## src/rtl/iocontroller_mc.sv

```systemverilog
// iocontroller_mc: multi-channel syscall I/O controller.
// Decodes the accumulator syscall word (op + channel), drives one channel's
// one-hot read/write strobe, waits for that channel's ack (with optional
// timeout), then signals completion with a one-cycle iobusy drop.
//
// Handshake: a request is taken when runio=1 is sampled in DECODE; the
// selected strobe stays high until ioack[ch] is sampled high (or the timeout
// expires); iobusy then drops for exactly one cycle; the controller returns
// to DECODE only once ioack[ch] has been sampled low again.
module iocontroller_mc #(
  parameter int WIDTH   = 16,
  parameter int NCHAN   = 4,
  parameter int TIMEOUT = 255
) (
  input  logic             clock,
  input  logic             reset,
  input  logic             runio,
  input  logic [WIDTH-1:0] acc,
  input  logic [NCHAN-1:0] ioack,
  output logic             iobusy,
  output logic [NCHAN-1:0] io_read,
  output logic [NCHAN-1:0] io_write,
  output logic             acc_write,
  output logic             ioerr,
  output logic             halted,
  output logic [1:0]       dbg_state
);

  localparam int CW  = (NCHAN > 1) ? $clog2(NCHAN) : 1;
  localparam int CTW = (TIMEOUT > 1) ? $clog2(TIMEOUT + 1) : 1;
  localparam bit TO_EN = (TIMEOUT != 0);
  // The timeout fires on the edge at which the counter would reach TIMEOUT,
  // so the strobe is held for exactly TIMEOUT WAITACK cycles.
  localparam logic [CTW-1:0] TO_LAST = (TIMEOUT == 0) ? '0 : CTW'(TIMEOUT - 1);
  localparam logic [CTW-1:0] CNT_MAX = '1;

  typedef enum logic [1:0] {
    S_DECODE    = 2'd0,
    S_WAITACK   = 2'd1,
    S_WAITREADY = 2'd2,
    S_HALT      = 2'd3
  } state_t;

  state_t           state;
  logic [CW-1:0]    ch_q;
  logic             bad_q;
  logic [CTW-1:0]   cnt;

  logic [1:0]       op;
  logic [CW-1:0]    chan;
  logic [4:0]       chan_ext;
  logic [4:0]       ch_q_ext;
  logic             upper_zero;
  logic             legal;
  logic [NCHAN-1:0] chan_mask;
  logic [NCHAN-1:0] ch_q_mask;
  logic             ack_sel;

  assign dbg_state = state;

  // Syscall word decode and one-hot channel masks for request and latched channel.
  always_comb begin
    op         = acc[1:0];
    chan       = acc[CW+1:2];
    chan_ext   = 5'(chan);
    ch_q_ext   = 5'(ch_q);
    upper_zero = ((acc >> (CW + 2)) == '0);
    legal      = upper_zero && (chan_ext < 5'(NCHAN));
    chan_mask  = '0;
    ch_q_mask  = '0;
    for (int i = 0; i < NCHAN; i++) begin
      chan_mask[i] = (chan_ext == 5'(i));
      ch_q_mask[i] = (ch_q_ext == 5'(i));
    end
    ack_sel = |(ioack & ch_q_mask);
  end

  // Controller FSM with registered outputs.
  always_ff @(posedge clock or negedge reset) begin
    if (!reset) begin
      state     <= S_DECODE;
      ch_q      <= '0;
      bad_q     <= 1'b0;
      cnt       <= '0;
      iobusy    <= 1'b1;
      io_read   <= '0;
      io_write  <= '0;
      acc_write <= 1'b0;
      ioerr     <= 1'b0;
      halted    <= 1'b0;
    end else begin
      case (state)
        S_DECODE: begin
          if (runio) begin
            ch_q  <= chan;
            bad_q <= 1'b0;
            if (acc == '0) begin
              halted <= 1'b1;
              state  <= S_HALT;
            end else if (legal && op == 2'd1) begin
              io_read   <= chan_mask;
              acc_write <= 1'b1;
              cnt       <= '0;
              state     <= S_WAITACK;
            end else if (legal && op == 2'd2) begin
              io_write <= chan_mask;
              cnt      <= '0;
              state    <= S_WAITACK;
            end else begin
              // Bad request: no strobe, immediate error completion.
              iobusy <= 1'b0;
              ioerr  <= 1'b1;
              bad_q  <= 1'b1;
              state  <= S_WAITREADY;
            end
          end
        end
        S_WAITACK: begin
          cnt <= (cnt == CNT_MAX) ? cnt : cnt + CTW'(1);
          if (ack_sel) begin
            io_read   <= '0;
            io_write  <= '0;
            acc_write <= 1'b0;
            iobusy    <= 1'b0;
            state     <= S_WAITREADY;
          end else if (TO_EN && cnt == TO_LAST) begin
            io_read   <= '0;
            io_write  <= '0;
            acc_write <= 1'b0;
            iobusy    <= 1'b0;
            ioerr     <= 1'b1;
            state     <= S_WAITREADY;
          end
        end
        S_WAITREADY: begin
          iobusy <= 1'b1;
          ioerr  <= 1'b0;
          // After a bad request the channel never acked, so do not wait on it.
          if (bad_q || !ack_sel) begin
            bad_q <= 1'b0;
            state <= S_DECODE;
          end
        end
        S_HALT: begin
          halted <= 1'b1;
          iobusy <= 1'b1;
        end
        default: state <= S_DECODE;
      endcase
    end
  end

endmodule

```

## config.mk

```make
export PLATFORM = sky130hd
export DESIGN_NAME = iocontroller_mc
export DESIGN_NICKNAME = d
export VERILOG_FILES = /design/src/rtl/iocontroller_mc.sv
export SDC_FILE = /design/constraint.sdc
export NUM_CORES = 1
export LEC_CHECK = 0
export CAP_MARGIN = 20
export CORE_ASPECT_RATIO = 1.4
export CORE_MARGIN = 3
export CORE_UTILIZATION = 35
export CTS_CLUSTER_DIAMETER = 120
export DETAILED_ROUTE_END_ITERATION = 7
export PLACE_DENSITY_LB_ADDON = 0.05
export SYNTH_ARGS = -nofsm -noshare
export SYNTH_HDL_FRONTEND = slang
export SYNTH_SLANG_ARGS = --single-unit
```

## constraint.sdc

```tcl
create_clock -name clock -period 3 [get_ports clock]
set_input_delay 0.3 -clock clock [delete_from_list [all_inputs] [get_ports clock]]
set_output_delay 0.3 -clock clock [all_outputs]
set_load 0.1 [all_outputs]
```

Word level (Yosys, flattened, before mapping)
Cells that the tools add are included.
{"block": "totals", "reg_bits": 25, "latchBits": 0, "mem_bits_rw": 0, "romBits": 0, "inputBits": 23, "elab_cells": 114, "mem_count": 0}
{"block": "op_classes", "add_sub_neg": 1, "n_mul": 0, "n_div": 0, "order_cmp": 0, "n_eq_ne": 26, "n_shift": 0, "mux": 52, "bitwise_logic": 1, "n_reduce_logical": 24}
{"operator": "8-bit two-way mux", "n": 5}
{"operator": "4-bit two-way mux", "n": 9}
{"operator": "16-bit logical NOT", "n": 2}
{"operator": "1-bit two-way mux", "n": 22}
{"operator": "2-bit inequality test (second input constant)", "n": 11}
{"operator": "8-bit equality test (second input constant)", "n": 2}
{"operator": "4-bit case mux with 2 select lines", "n": 2}
{"operator": "8-bit case mux with 2 select lines", "n": 1}
{"operator": "5-bit AND reduction", "n": 3}
{"operator": "2-bit equality test (second input constant)", "n": 7}
{"operator": "2-bit two-way mux", "n": 7}
{"operator": "8-bit by 1-bit adder with 8-bit output (second input constant)", "n": 1}
{"operator": "2-bit by 1-bit equality test with 1-bit output (second input constant)", "n": 4}
{"operator": "7-bit AND reduction", "n": 1}
{"operator": "2-bit logical NOT", "n": 3}
{"operator": "3-bit inequality test (second input constant)", "n": 2}
{"operator": "1-bit case mux with 2 select lines", "n": 3}
{"operator": "1-bit case mux with 3 select lines", "n": 2}
{"operator": "2-bit case mux with 3 select lines", "n": 1}
{"operator": "3-bit AND reduction", "n": 2}
{"operator": "6-bit AND reduction", "n": 1}
{"operator": "2-bit nonzero test", "n": 3}
{"operator": "4-bit AND", "n": 1}
{"operator": "4-bit AND reduction", "n": 1}
{"operator": "7 further kinds", "n": 8}

Longest topological paths before layout
Gate-level depths: netlist of run 1.
{"block": "depth", "depth_word": 7, "ltp_mapped": 8, "mapped_depth_nobuf": 6}

Least setup slack after synthesis of run 1
OpenSTA, ideal clock, no wires.
{"block": "synth_path", "path_kind": "reg2reg", "from": "register state[1], in the netlist dbg_state[1]", "to": "register cnt[2]", "setup_time_ns": 0.124, "arrival_time_ns": 2.511, "t_required_ns": 2.876, "path_slack_ns": 0.365, "stages_incl_launch_ff": 9, "period_less_slack_ns": 2.635, "path_cell_list": "dfrtp_1 -> inv_1 -> ha_1 -> clkbuf_8 -> or2b_2 -> o211ai_1 -> or2_1 -> buf_6 -> a211o_1"}
{"block": "synth_between", "elab_chain_cells": 3}
{"element": "start, declared", "line": "44", "rtl": "state_t state;"}
{"element": "start signal, assigned", "line": "81", "rtl": "state <= S_DECODE;"}
{"element": "start signal, assigned", "line": "99", "rtl": "state <= S_HALT;"}
{"element": "start signal, assigned", "line": "104", "rtl": "state <= S_WAITACK;"}
{"element": "2-bit by 1-bit equality test with 1-bit output or 2-bit logical NOT (tied branches)", "line": "92", "rtl": "case (state)"}
{"element": "2-bit inequality test (no line), or another cell as far along"}
{"element": "5-bit AND reduction (no line)"}
{"element": "end signal, assigned", "line": "119", "rtl": "cnt <= (cnt == CNT_MAX) ? cnt : cnt + CTW'(1);"}
{"element": "end, declared", "line": "47", "rtl": "logic [CTW-1:0] cnt;"}
Parallel ways exist; a longest one is shown, timed or not.
A chain may end at the register's enable or synchronous reset.

Worst setup path after layout of run 1
{"block": "layout_path", "from": "input acc[10]", "to": "register cnt[4]"}
{"block": "layout_between", "elab_chain_cells": 6}
{"element": "start, declared", "line": "18", "rtl": "input logic [WIDTH-1:0] acc,"}
{"element": "16-bit logical NOT", "line": "67", "rtl": "upper_zero = ((acc >> (CW + 2)) == '0);"}
{"element": "1-bit logical AND", "line": "100", "rtl": "end else if (legal && op == 2'd1) begin"}
{"element": "8-bit two-way mux", "line": "100"}
{"element": "8-bit two-way mux", "line": "97", "rtl": "if (acc == '0) begin"}
{"element": "8-bit two-way mux", "line": "94", "rtl": "if (runio) begin"}
{"element": "8-bit case mux with 2 select lines", "line": "92"}
Parallel ways exist; a longest one is shown, timed or not. The select of a mux whose other input is x is not followed.

==> results of run 1 <==
[routing by layer]
| metal | track usage, % | vias to the layer above |
|---|---|---|
| met1 | 21.6 | 665 |
| li1 | - | 655 |
| met3 | 2.94 | 6 |
| met2 | 27.6 | 49 |
| met4 | 5.60 | 0 |
| met5 | 0 | - |
[worst max-delay path: stages]
cell and delay [ns]:
clkdlybuf4s50_1 0.41, or4_4 0.56, o41a_1 0.56, or2_1 0.39, a211o_1 0.32
[worst paths after layout]
path | startpoint | to | depth (start not counted)
max in group asynchronous | reset | iobusy | 2
min reg2reg | halted | halted | 2
max reg2reg | dbg_state[1] | cnt[3] | 6
min in group clock | halted | halted | 2
min | reset | dbg_state[0] | 2
max | acc[10] | cnt[4] | 5
[final cells by class]
| cell class | count | area [µm²] | area share, % |
|---|---|---|---|
| Timing Repair Buffer | 38 | 340 | 17.8 |
| Inverter | 6 | 22.5 | 1.18 |
| Sequential cell | 25 | 627 | 32.9 |
| Clock buffer | 4 | 45.0 | 2.36 |
| Tap cell | 43 | 53.8 | 2.82 |
| Multi-Input combinational cell | 117 | 820 | 43.0 |
[placed cells by master, fill, tap and decap left out, drive strengths merged, types with 6 or more instances in the layout]
master         netlist  routed
buf                  1      16
a22o                 7       7
o21ai               12      12
clkdlybuf4s50        0      22
inv                  6       6
nand2               10      10
dfrtp               24      24
nor2                10      10
ha                   6       6
nand3                6       6
[state kept, by name, indices dropped and copies added (netlist names)]
signal	cells
dbg_state	2
ioerr	1
halted	1
cnt	8
bad_q	1
acc_write	1
iobusy	1
io_read	4
ch_q	2
io_write	4
[metrics by stage]
stage               instance area (µm²)  hold WS, ns  cells  power (µW)  utilization [%]
finish                             1910        0.388    233        1170             47.1
global route                       1910        0.414    233        1250             47.1
CTS                                1910        0.396    233        1180             47.1
detailed placement                 1860        0.469    229         981             46.0
global placement                   1860        0.473    229         971             46.0
floorplan                          1510      0.00441    153         859                -
[power by group through the flow]
stage	logic, µW	clock network, µW	registers [µW]
2_1_floorplan	263	0	597
3_3_place_gp	552	0	420
3_5_place_dp	558	0	423
4_1_cts	559	209	416
5_1_grt	602	225	423
6_report	556	199	416
[cells by family (layout without fill, tap and decap cells)]
family	count (synthesis)	count (layout)	synth area share (%)
compound gates	41	41	19.9
xor+xnor	1	1	0.582
fa+ha+maj	6	6	4.99
buf+inv	11	48	3.91
flops	25	25	41.6
mux	6	6	5.07
simple gates	63	63	23.9
==> metrics.md, run 1 <==
| Metric | Value |
|---|---|
| Top Ports | 37 |
| Mapped Nets | 182 |
| Most frequent cells after synthesis | 24 x dfrtp_1, 10 x nand2_1, 10 x nor2_1, 10 x o21ai_0, 7 x a22o_1 |
| Ant. Diodes | 0 |
| Residual DRC | 0 |
| Initial antenna violation count | 0 |
| Primary FF master, synth | dfrtp_1 |
| HP Class | in2async |
| Uppermost routed layer | met4 |
| Cells after Synth | 153 |
| Mean Syn Cell Area | 9.84 µm² |
| Syn. warnings | 0 |
| Post-synth EDFFs | 0 |
| Hpwl dp | approximately 3 mm |
| Die Height | 83.6 µm |
| DR iter-0 viols | 60 |
| Fin crit share | 79.5% |
| CTS Root Buffer Type | clkbuf_8 |
| Htree depth | 1 |
| Clock transition at path regs | 0.09 ns |
| Worst-case clock skew | 0.00545 ns |
| Hold_buf cts | 0 |
| Setup CP Type | in2reg |
| Number of global-route vias before repair | between 1000 and 1500 |
| Max FO, Critical Path | 9 |
| Number of port buffers | 36 |
| Setup violation total in the final timing report | 0 |
| Routed met1 length | 1.67 mm |
| Max-Cap Viols | 0 |
| Post-synthesis cell area | 1510 µm² |
| Int Pwr | ~660 µW |
| Largest net degree at the start of global routing | 26 |
| Crit start category | input pin |
| Initial Util | 37.1% |
| Minimum clock period | approximately 2.4 ns |
| Crit end category | flop |
| Fmax | 0.419 GHz |
| Clock buffer depth | 2 |
| Outcome | finished, final reports clean |
| Nets@finish | 220 |
| Post-DR vias/cell | 5.90 |
| CTS tree | built |
| R2R setup slack | 0.76 ns |
| Number of buffers created by CTS | 3 |
| Tot GR Track Use | 16.8% |
| Pre-antenna DRT Iters | 5 |
| Pwr dens | 614 nW/µm² |
| Sequential area share after synthesis | around two fifths |
| Post-synth top area share | 39.9% |
| Unique cell type count in the Yosys netlist | 46 |
| Sum Neg Setup Slack | 0 ns |
| ANT nets after route | 0 |
| Leading area contributor after synthesis | dfrtp_1 |
| Routed WL per cell | ~17 µm |
| Crit path required time | between 3 and 4 ns |
| Final WS setup | 0.615 ns |
| Core Footprint | 4050 µm² |
| WL met3 | approximately 190 µm |
| Lkg Pwr | 0.000824 µW |
| DP Worst Slack | 0.347 ns |
| Die X | 61.4 µm |
| Relative slew slack | between 50 and 60% |
| Layout area overhead | 26.8% |
| Logic pwr share | 47.5% |
| Fraction of registers with async set/reset | 100% |
| Num rows | 27 |
| Crit path DAT | approximately 2.5 ns |
| Clock sink total | 25 |
| Final Hold Viols | 0 |
| Post-CTS Setup Repair Bufs | 0 |
| Net Sw Frac | 44.0% |
| Worst vdd ir | 0.000276 V |
| DIE AREA | roughly 5000 µm² |
| Unrepaired setup endpoints after global routing | false |
| Net Switching | 516 µW |
| Post_cts resized | 0 |
| Clock Power Share | between 10% and 20% |
| Worst-skew pair later-pin latency | 0.27 ns |
| Drt total wl | 3.89 mm |
| Synthesized flop and latch total | 25 |
| Via count | 1375 |
| Total gr overflow | 0 |
| Routed met2 length | 1.97 mm |
| Sequential share of power | 35.5% |
| RePlAce Congestion | 0.827 |
| Most frequent cell after synthesis | dfrtp_1 |
| Slew Limit Fails | 0 |
| Global-route wire length before repair | 6.64 mm |
| Share of cells above drive strength 1 | 15.3% |
| Main area contributors after synthesis | dfrtp_1 40%, ha_1 5.0%, a22o_1 4.1% |
| Worst-Margin Slew | 0.606 ns |
| Filler Cell Count | roughly 400 |
Power figures use the tool's default switching activity.
==> run 2, diff against run 1 <==
==> constraint.sdc (replaced) <==
create_clock -name clock -period 2.4 [get_ports clock]
set_input_delay 0.24 -clock clock [delete_from_list [all_inputs] [get_ports clock]]
set_output_delay 0.24 -clock clock [all_outputs]
set_load 0.1 [all_outputs]
==> run 2 against run 1 <==
  * Combinational power is 37% higher
  * Flip-flop and latch count stayed put
  * Hold slack worse by 0.070 ns
  * Sequential share of layout area is 1.2 points lower
  * Count of clock-buffer cells in the layout stayed put
  * Routed wire length is 5.1% higher
  * Critical path type unchanged
  * Largest cell class unchanged
  * Largest power group unchanged
==> metrics.md, run 2 (synthesized netlist as in run 1, its figures left out) <==
| Metric | Value |
|---|---|
| Crit start category | input pin (unchanged) |
| CTS tree | built (unchanged) |
| Residual DRC | 0 (unchanged) |
| RePlAce Congestion | 0.850 (was 0.827) |
| Initial antenna violation count | 0 (unchanged) |
| Pre-antenna DRT Iters | 4 (was 5) |
| Fin crit share | 88.4% |
| Htree depth | 1 (unchanged) |
| Critical R2R Capture | dbg_state[0] (was cnt[3]) |
| Final Hold Viols | 0 (unchanged) |
| Die X | 61.4 µm (unchanged) |
| Crit end category | flop (unchanged) |
| Global-route wire length before repair | 6.85 mm (was 6.64 mm) |
| Share of cells above drive strength 1 | 20.5% (was 15.3%) |
| Tot GR Track Use | 17.2% (was 16.8%) |
| Power, Total | 1530 µW (was 1170 µW) |
| Number of global-route vias before repair | 1419 (was 1393) |
| Grt met2 use | 29.2% (was 27.6%) |
| Lkg Pwr | 0.000867 µW (was 0.000824 µW) |
| Final WS setup | 0.279 ns (was 0.615 ns) |
| Worst-skew pair later-pin latency | 0.27 ns (about the same) |
| Die Height | 83.6 µm (unchanged) |
| Clock buffer depth | 2 (unchanged) |
| Hpwl dp | 3.26 mm (was 3.04 mm) |
| Drt total wl | 4.09 mm (was 3.89 mm) |
| Unrepaired setup endpoints after global routing | false (unchanged) |
| Worst-Margin Slew | 0.545 ns (was 0.606 ns) |
| Worst vdd ir | 0.000388 V (was 0.000276 V) |
| Met1 Usage GRT | 21.3% (was 21.6%) |
| Cells along the critical path | clkdlybuf4s50_1 > or4_4 > or3_1 > buf_4 > o21ai_0 > a221oi_1 (was clkdlybuf4s50_1 > or4_4 > o41a_1 > or2_1 > a211o_1) |
| Clock sink total | 25 (unchanged) |
| Crit path required time | 2.59 ns (was 3.15 ns) |
| Number of port buffers | 36 (unchanged) |
| Commonest non-fill, non-tap cell in the layout | buf_4 (was dfrtp_1) |
| DR iter-0 viols | 69 (was 60) |
| Grt peak-use layer | met2 (unchanged) |
| Max FO, Critical Path | 8 (was 9) |
| Via count | 1418 (was 1375) |
| Top Ports | 37 (unchanged) |
| ANT nets after route | 0 (unchanged) |
| Post-CTS Setup Repair Bufs | 0 (unchanged) |
| Relative slew slack | 63.6% (was 59.4%) |
| CP delay by family, top | simple AND/OR/NAND/NOR gates (unchanged) |
| Setup violation total in the final timing report | 0 (unchanged) |
| Worst reg2reg startpoint | dbg_state[1] (unchanged) |
| Nets@finish | 230 (was 220) |
| Minimum clock period | 2.12 ns |
| Worst R2R Path Depth | 6 (unchanged) |
| DIE AREA | 5130 µm² (unchanged) |
| Max reg flops | 8 (unchanged) |
| Post_cts resized | 0 (unchanged) |
| Crit path DAT | 2.31 ns (was 2.54 ns) |
| Clock transition at path regs | 0.09 ns (about the same) |
| R2R setup slack | 0.41 ns (was 0.76 ns) |
| Num rows | 27 (unchanged) |
| Routed WL per cell | 16.8 µm (was 16.7 µm) |
| Most flops, register | cnt (unchanged) |
| Hold_buf cts | 0 (unchanged) |
| Number of buffers created by CTS | 3 (unchanged) |
| CP max-delay cell | or4_4 (unchanged) |
| Setup CP Type | in2reg (unchanged) |
| Slew Limit Fails | 0 (unchanged) |
| Worst-case clock skew | 0.00469 ns (was 0.00545 ns) |
| Layout area overhead | 31.9% (was 26.8%) |
| Dpl cells | 239 (was 229) |
| Core Footprint | 4050 µm² (unchanged) |
| Ant. Diodes | 0 (unchanged) |
| Sum Neg Setup Slack | 0 ns (unchanged) |
| HP Class | in2async (unchanged) |
| Pwr dens | 773 nW/µm² (was 614 nW/µm²) |
| Max-Cap Viols | 0 (unchanged) |
| CP bufs+invs | 2 (was 1) |
| Fmax | 0.471 GHz |
| Fin cells | 243 (was 233) |
| DP Worst Slack | -0.0115 ns (was 0.347 ns) |
| Largest net degree at the start of global routing | 15 (was 26) |
| Met3 Use GR | 3.10% (was 2.94%) |
| CTS Root Buffer Type | clkbuf_8 (unchanged) |
| Biggest regs | cnt: 8 flops, io_read: 4 flops, io_write: 4 flops (unchanged) |
| Largest stage delay, worst path | 0.55 ns (was 0.56 ns) |
| Commonest cells after routing, fill and taps aside | 26 x buf_4, 22 x dfrtp_1, 22 x clkdlybuf4s50_1 (was 24 x dfrtp_1, 22 x clkdlybuf4s50_1, 16 x buf_4) |
| Post-DR vias/cell | 5.84 (was 5.90) |
| Initial Util | 37.1% (unchanged) |
| Outcome | finished, final reports clean (unchanged) |
| Total gr overflow | 0 (unchanged) |
[run 2: changes by cell type in the layout (fill, tap and decap cells not counted)]
cell     change
dfrtp_2      +2
dfrtp_1      -2
buf_4       +10
[run 2: worst max path at each step]
stage | end | from | cells past startpoint
floorplan | cnt[2] | dbg_state[0] | 8
global placement | cnt[2] | acc[10] | 5
detailed placement | cnt[5] | acc[10] | 5
CTS | cnt[4] | acc[10] | 5
global route | cnt[4] | acc[10] | 5
finish | iobusy | acc[10] | 6
[run 2: routing by layer]
layer  share of wire [%]  up-vias
li1                    -      677
met5                   0        -
met4                 1.1        0
met3                 4.1        4
met2                  54       31
met1                  41      706
[run 2: power by group]
group	internal (µW)	switching, µW	total [µW]
Sequential	483	38.0	521
Combinational	270	491	761
Clock	119	133	252
Total	873	662	1530
[run 2: worst register-to-register path, delay by kind of cell (launching register included)]
kind	cells	cell delay [ns]
adders and majority gates	1	0.39
and+or+nand+nor	1	0.15
muxes	1	0.34
AOI/OAI and AO/OA	1	0.36
DFF	1	0.44
buffers and inverters	2	0.20
[run 2: through the flow]
stage          instance area [µm²]  hold WS (ns)  utilization (%)
2_1_floorplan                 1510       -0.0556                -
3_3_place_gp                  1940         0.471             47.9
3_5_place_dp                  1940         0.471             47.9
4_1_cts                       1990         0.335             49.0
5_1_grt                       1990         0.342             49.0
6_report                      1990         0.318             49.0
[run 2: layout make-up]
type | count | area [µm²]
fillers | 411 | 2070
multi-input cells | 117 | 820
flip-flops and latches | 25 | 629
repair buffers | 48 | 415
well taps | 43 | 53.8
clock buffers | 4 | 45.0
inverters | 6 | 22.5
==> run 3, diff against run 2 <==
--- a/config.mk
+++ b/config.mk
@@ -9,6 +9,7 @@
 export CORE_ASPECT_RATIO = 1.4
 export CORE_MARGIN = 3
 export CORE_UTILIZATION = 35
+export CTS_BUF_LIST = sky130_fd_sc_hd__clkbuf_4
 export CTS_CLUSTER_DIAMETER = 120
 export DETAILED_ROUTE_END_ITERATION = 7
 export PLACE_DENSITY_LB_ADDON = 0.05
==> constraint.sdc (replaced) <==
create_clock -name clock -period 2.4 [get_ports clock]
set_input_delay 0.24 -clock clock [delete_from_list [all_inputs] [get_ports clock]]
set_output_delay 0.24 -clock clock [all_outputs]
set_load 0.005 [all_outputs]
==> run 3 against run 2 <==
  * Hold slack worse by 0.085 ns
  * Fmax up 1.2%
  * Register-to-register slack worse by 0.03 ns
  * Non-clock buffer count shrank 2
  * Power down 19%
  * Count of clock-buffer cells in the layout unchanged
  * Utilization is 0.062 points higher
  * Critical endpoint is now cnt[4]
  * Largest cell class unchanged
  * Highest routed layer unchanged
==> metrics.md, run 3 (synthesized netlist as in run 1, its figures left out) <==
| Metric | Value |
|---|---|
| Htree depth | 1 (unchanged) |
| Commonest cells after routing, fill and taps aside | 36 x clkdlybuf4s50_1, 24 x dfrtp_1 (was 26 x buf_4, 22 x dfrtp_1, 22 x clkdlybuf4s50_1) |
| Number of buffers created by CTS | 3 (unchanged) |
| Fin crit share | 87.3% (was 88.4%) |
| Commonest non-fill, non-tap cell in the layout | clkdlybuf4s50_1 (was buf_4) |
| Worst vdd ir | 0.000284 V (was 0.000388 V) |
| Number of port buffers | 36 (unchanged) |
| Number of global-route vias before repair | 1427 (was 1419) |
| Initial Util | 37.1% (unchanged) |
| DIE AREA | 5130 µm² (unchanged) |
| Share of cells above drive strength 1 | 12.1% (was 20.5%) |
| Layout area overhead | 32.1% (was 31.9%) |
| Largest net degree at the start of global routing | 17 (was 15) |
| Setup violation total in the final timing report | 0 (unchanged) |
| Minimum clock period | 2.10 ns (was 2.12 ns) |
| Outcome | finished, final reports clean (unchanged) |
| ANT nets after route | 0 (unchanged) |
| Max-Cap Viols | 0 (unchanged) |
| Relative slew slack | 65.7% (was 63.6%) |
| CTS tree | built (unchanged) |
| Worst-case clock skew | 0.00939 ns (was 0.00469 ns) |
| Dpl cells | 237 (was 239) |
| Worst-skew pair later-pin latency | 0.32 ns (was 0.27 ns) |
| Die Height | 83.6 µm (unchanged) |
| Ant. Diodes | 0 (unchanged) |
| Post-DR vias/cell | 5.89 (was 5.84) |
| Top Ports | 37 (unchanged) |
| Max reg flops | 8 (unchanged) |
| Clock buffer depth | 2 (unchanged) |
| Initial antenna violation count | 0 (unchanged) |
| Final Hold Viols | 0 (unchanged) |
| Hpwl dp | 3.16 mm (was 3.26 mm) |
| Setup CP Type | in2reg (unchanged) |
| Crit end category | flop (unchanged) |
| Total gr overflow | 0 (unchanged) |
| Clock transition at path regs | 0.15 ns (was 0.09 ns) |
| Final hold slack | 0.232 ns (was 0.318 ns) |
| Tot GR Track Use | 17.3% (was 17.2%) |
| Final Util | 49.0% (about the same) |
| Clock sink total | 25 (unchanged) |
| Most flops, register | cnt (unchanged) |
| CP delay by family, top | simple AND/OR/NAND/NOR gates (unchanged) |
| Pre-antenna DRT Iters | 4 (unchanged) |
| Power, Total | 1240 µW (was 1530 µW) |
| Die X | 61.4 µm (unchanged) |
| Post_cts resized | 0 (unchanged) |
| Worst-Margin Slew | 0.507 ns (was 0.545 ns) |
| Crit path DAT | 2.32 ns (was 2.31 ns) |
| Largest stage delay, worst path | 0.54 ns (was 0.55 ns) |
| Via count | 1419 (was 1418) |
| Cells along the critical path | clkdlybuf4s50_1 > or4_4 > o41a_1 > or2_1 > a211o_1 (was clkdlybuf4s50_1 > or4_4 > or3_1 > buf_4 > o21ai_0 > a221oi_1) |
| Biggest regs | cnt: 8 flops, io_read: 4 flops, io_write: 4 flops (unchanged) |
| Core Footprint | 4050 µm² (unchanged) |
| Crit start category | input pin (unchanged) |
| Residual DRC | 0 (unchanged) |
| Filler Cell Count | 392 (was 411) |
| Drt total wl | 3.98 mm (was 4.09 mm) |
| Post-CTS Setup Repair Bufs | 0 (unchanged) |
| CTS Root Buffer Type | clkbuf_4 (was clkbuf_8) |
| Fin cells | 241 (was 243) |
| Num rows | 27 (unchanged) |
| Global-route wire length before repair | 6.88 mm (was 6.85 mm) |
| CP bufs+invs | 1 (was 2) |
| Routed WL per cell | 16.5 µm (was 16.8 µm) |
| Unrepaired setup endpoints after global routing | false (unchanged) |
| Max FO, Critical Path | 8 (unchanged) |
| DR iter-0 viols | 87 (was 69) |
| CP max-delay cell | or4_4 (unchanged) |
| Hold_buf cts | 0 (unchanged) |
| HP Class | in2async (unchanged) |
| Nets@finish | 228 (was 230) |
| Fmax | 0.477 GHz (was 0.471 GHz) |
| Slew Limit Fails | 0 (unchanged) |
| Crit path required time | 2.63 ns (was 2.59 ns) |
| Lkg Pwr | 0.000837 µW (was 0.000867 µW) |
| Pwr dens | 621 nW/µm² (was 773 nW/µm²) |
| RePlAce Congestion | 0.795 (was 0.850) |
-- run 3: cell types whose count changed in the layout (fill, tap and decap cells not counted) --
cell / change
buf_4: -16
clkdlybuf4s50_1: +14
clkbuf_4: +4
clkbuf_8: -3
dfrtp_1: +2
dfrtp_2: -2
clkbuf_1: -1
-- run 3: metrics by stage --
stage | TNS, ns | area (µm²) | setup slack, ns
final | 0 | 1990 | 0.304
after global routing | 0 | 1990 | 0.157
after CTS | 0 | 1990 | 0.309
after detailed placement | -0.129 | 1960 | -0.0451
after global placement | -0.0322 | 1960 | -0.0111
after floorplan | 0 | 1510 | 0.341
-- run 3: worst reg2reg max path: stages, from the launching register on --
cell      delay [ns]
dfrtp_1         0.45
inv_1           0.10
ha_1            0.37
or2b_2          0.39
o211ai_1        0.11
or2_1           0.31
o221ai_1        0.17
-- run 3: layer usage --
layer  wire length, µm  track usage, %  vias to the layer above
li1                  -               -                      672
met1              1740            22.6                      702
met2              2020            28.6                       43
met3               193            3.10                        2
met4                24            4.63                        0
met5                 0               0                        -
-- run 3: cell type report --
type | instances | area (µm²) | area share, %
Timing Repair Buffer | 46 | 435 | 21.9
Inverter | 6 | 22.5 | 1.13
Multi-Input combinational cell | 117 | 820 | 41.2
Tap cell | 43 | 53.8 | 2.71
Sequential cell | 25 | 627 | 31.5
Clock buffer | 4 | 30.0 | 1.51
-- run 3: where the power goes --
part           internal, µW  switching [µW]
clock                  76.3             132
sequential              482            36.2
combinational           254             256
-- run 3: worst paths after layout --
kind,startpoint,to,slack (ns),depth (start not counted)
setup / recovery,acc[10],cnt[4],0.30,5
hold / removal,reset,dbg_state[0],0.23,1
setup reg to reg,dbg_state[0],cnt[3],0.38,6
hold reg to reg,halted,halted,0.50,2
max in group asynchronous,reset,cnt[6],1.58,2
min in group clock,halted,halted,0.50,2
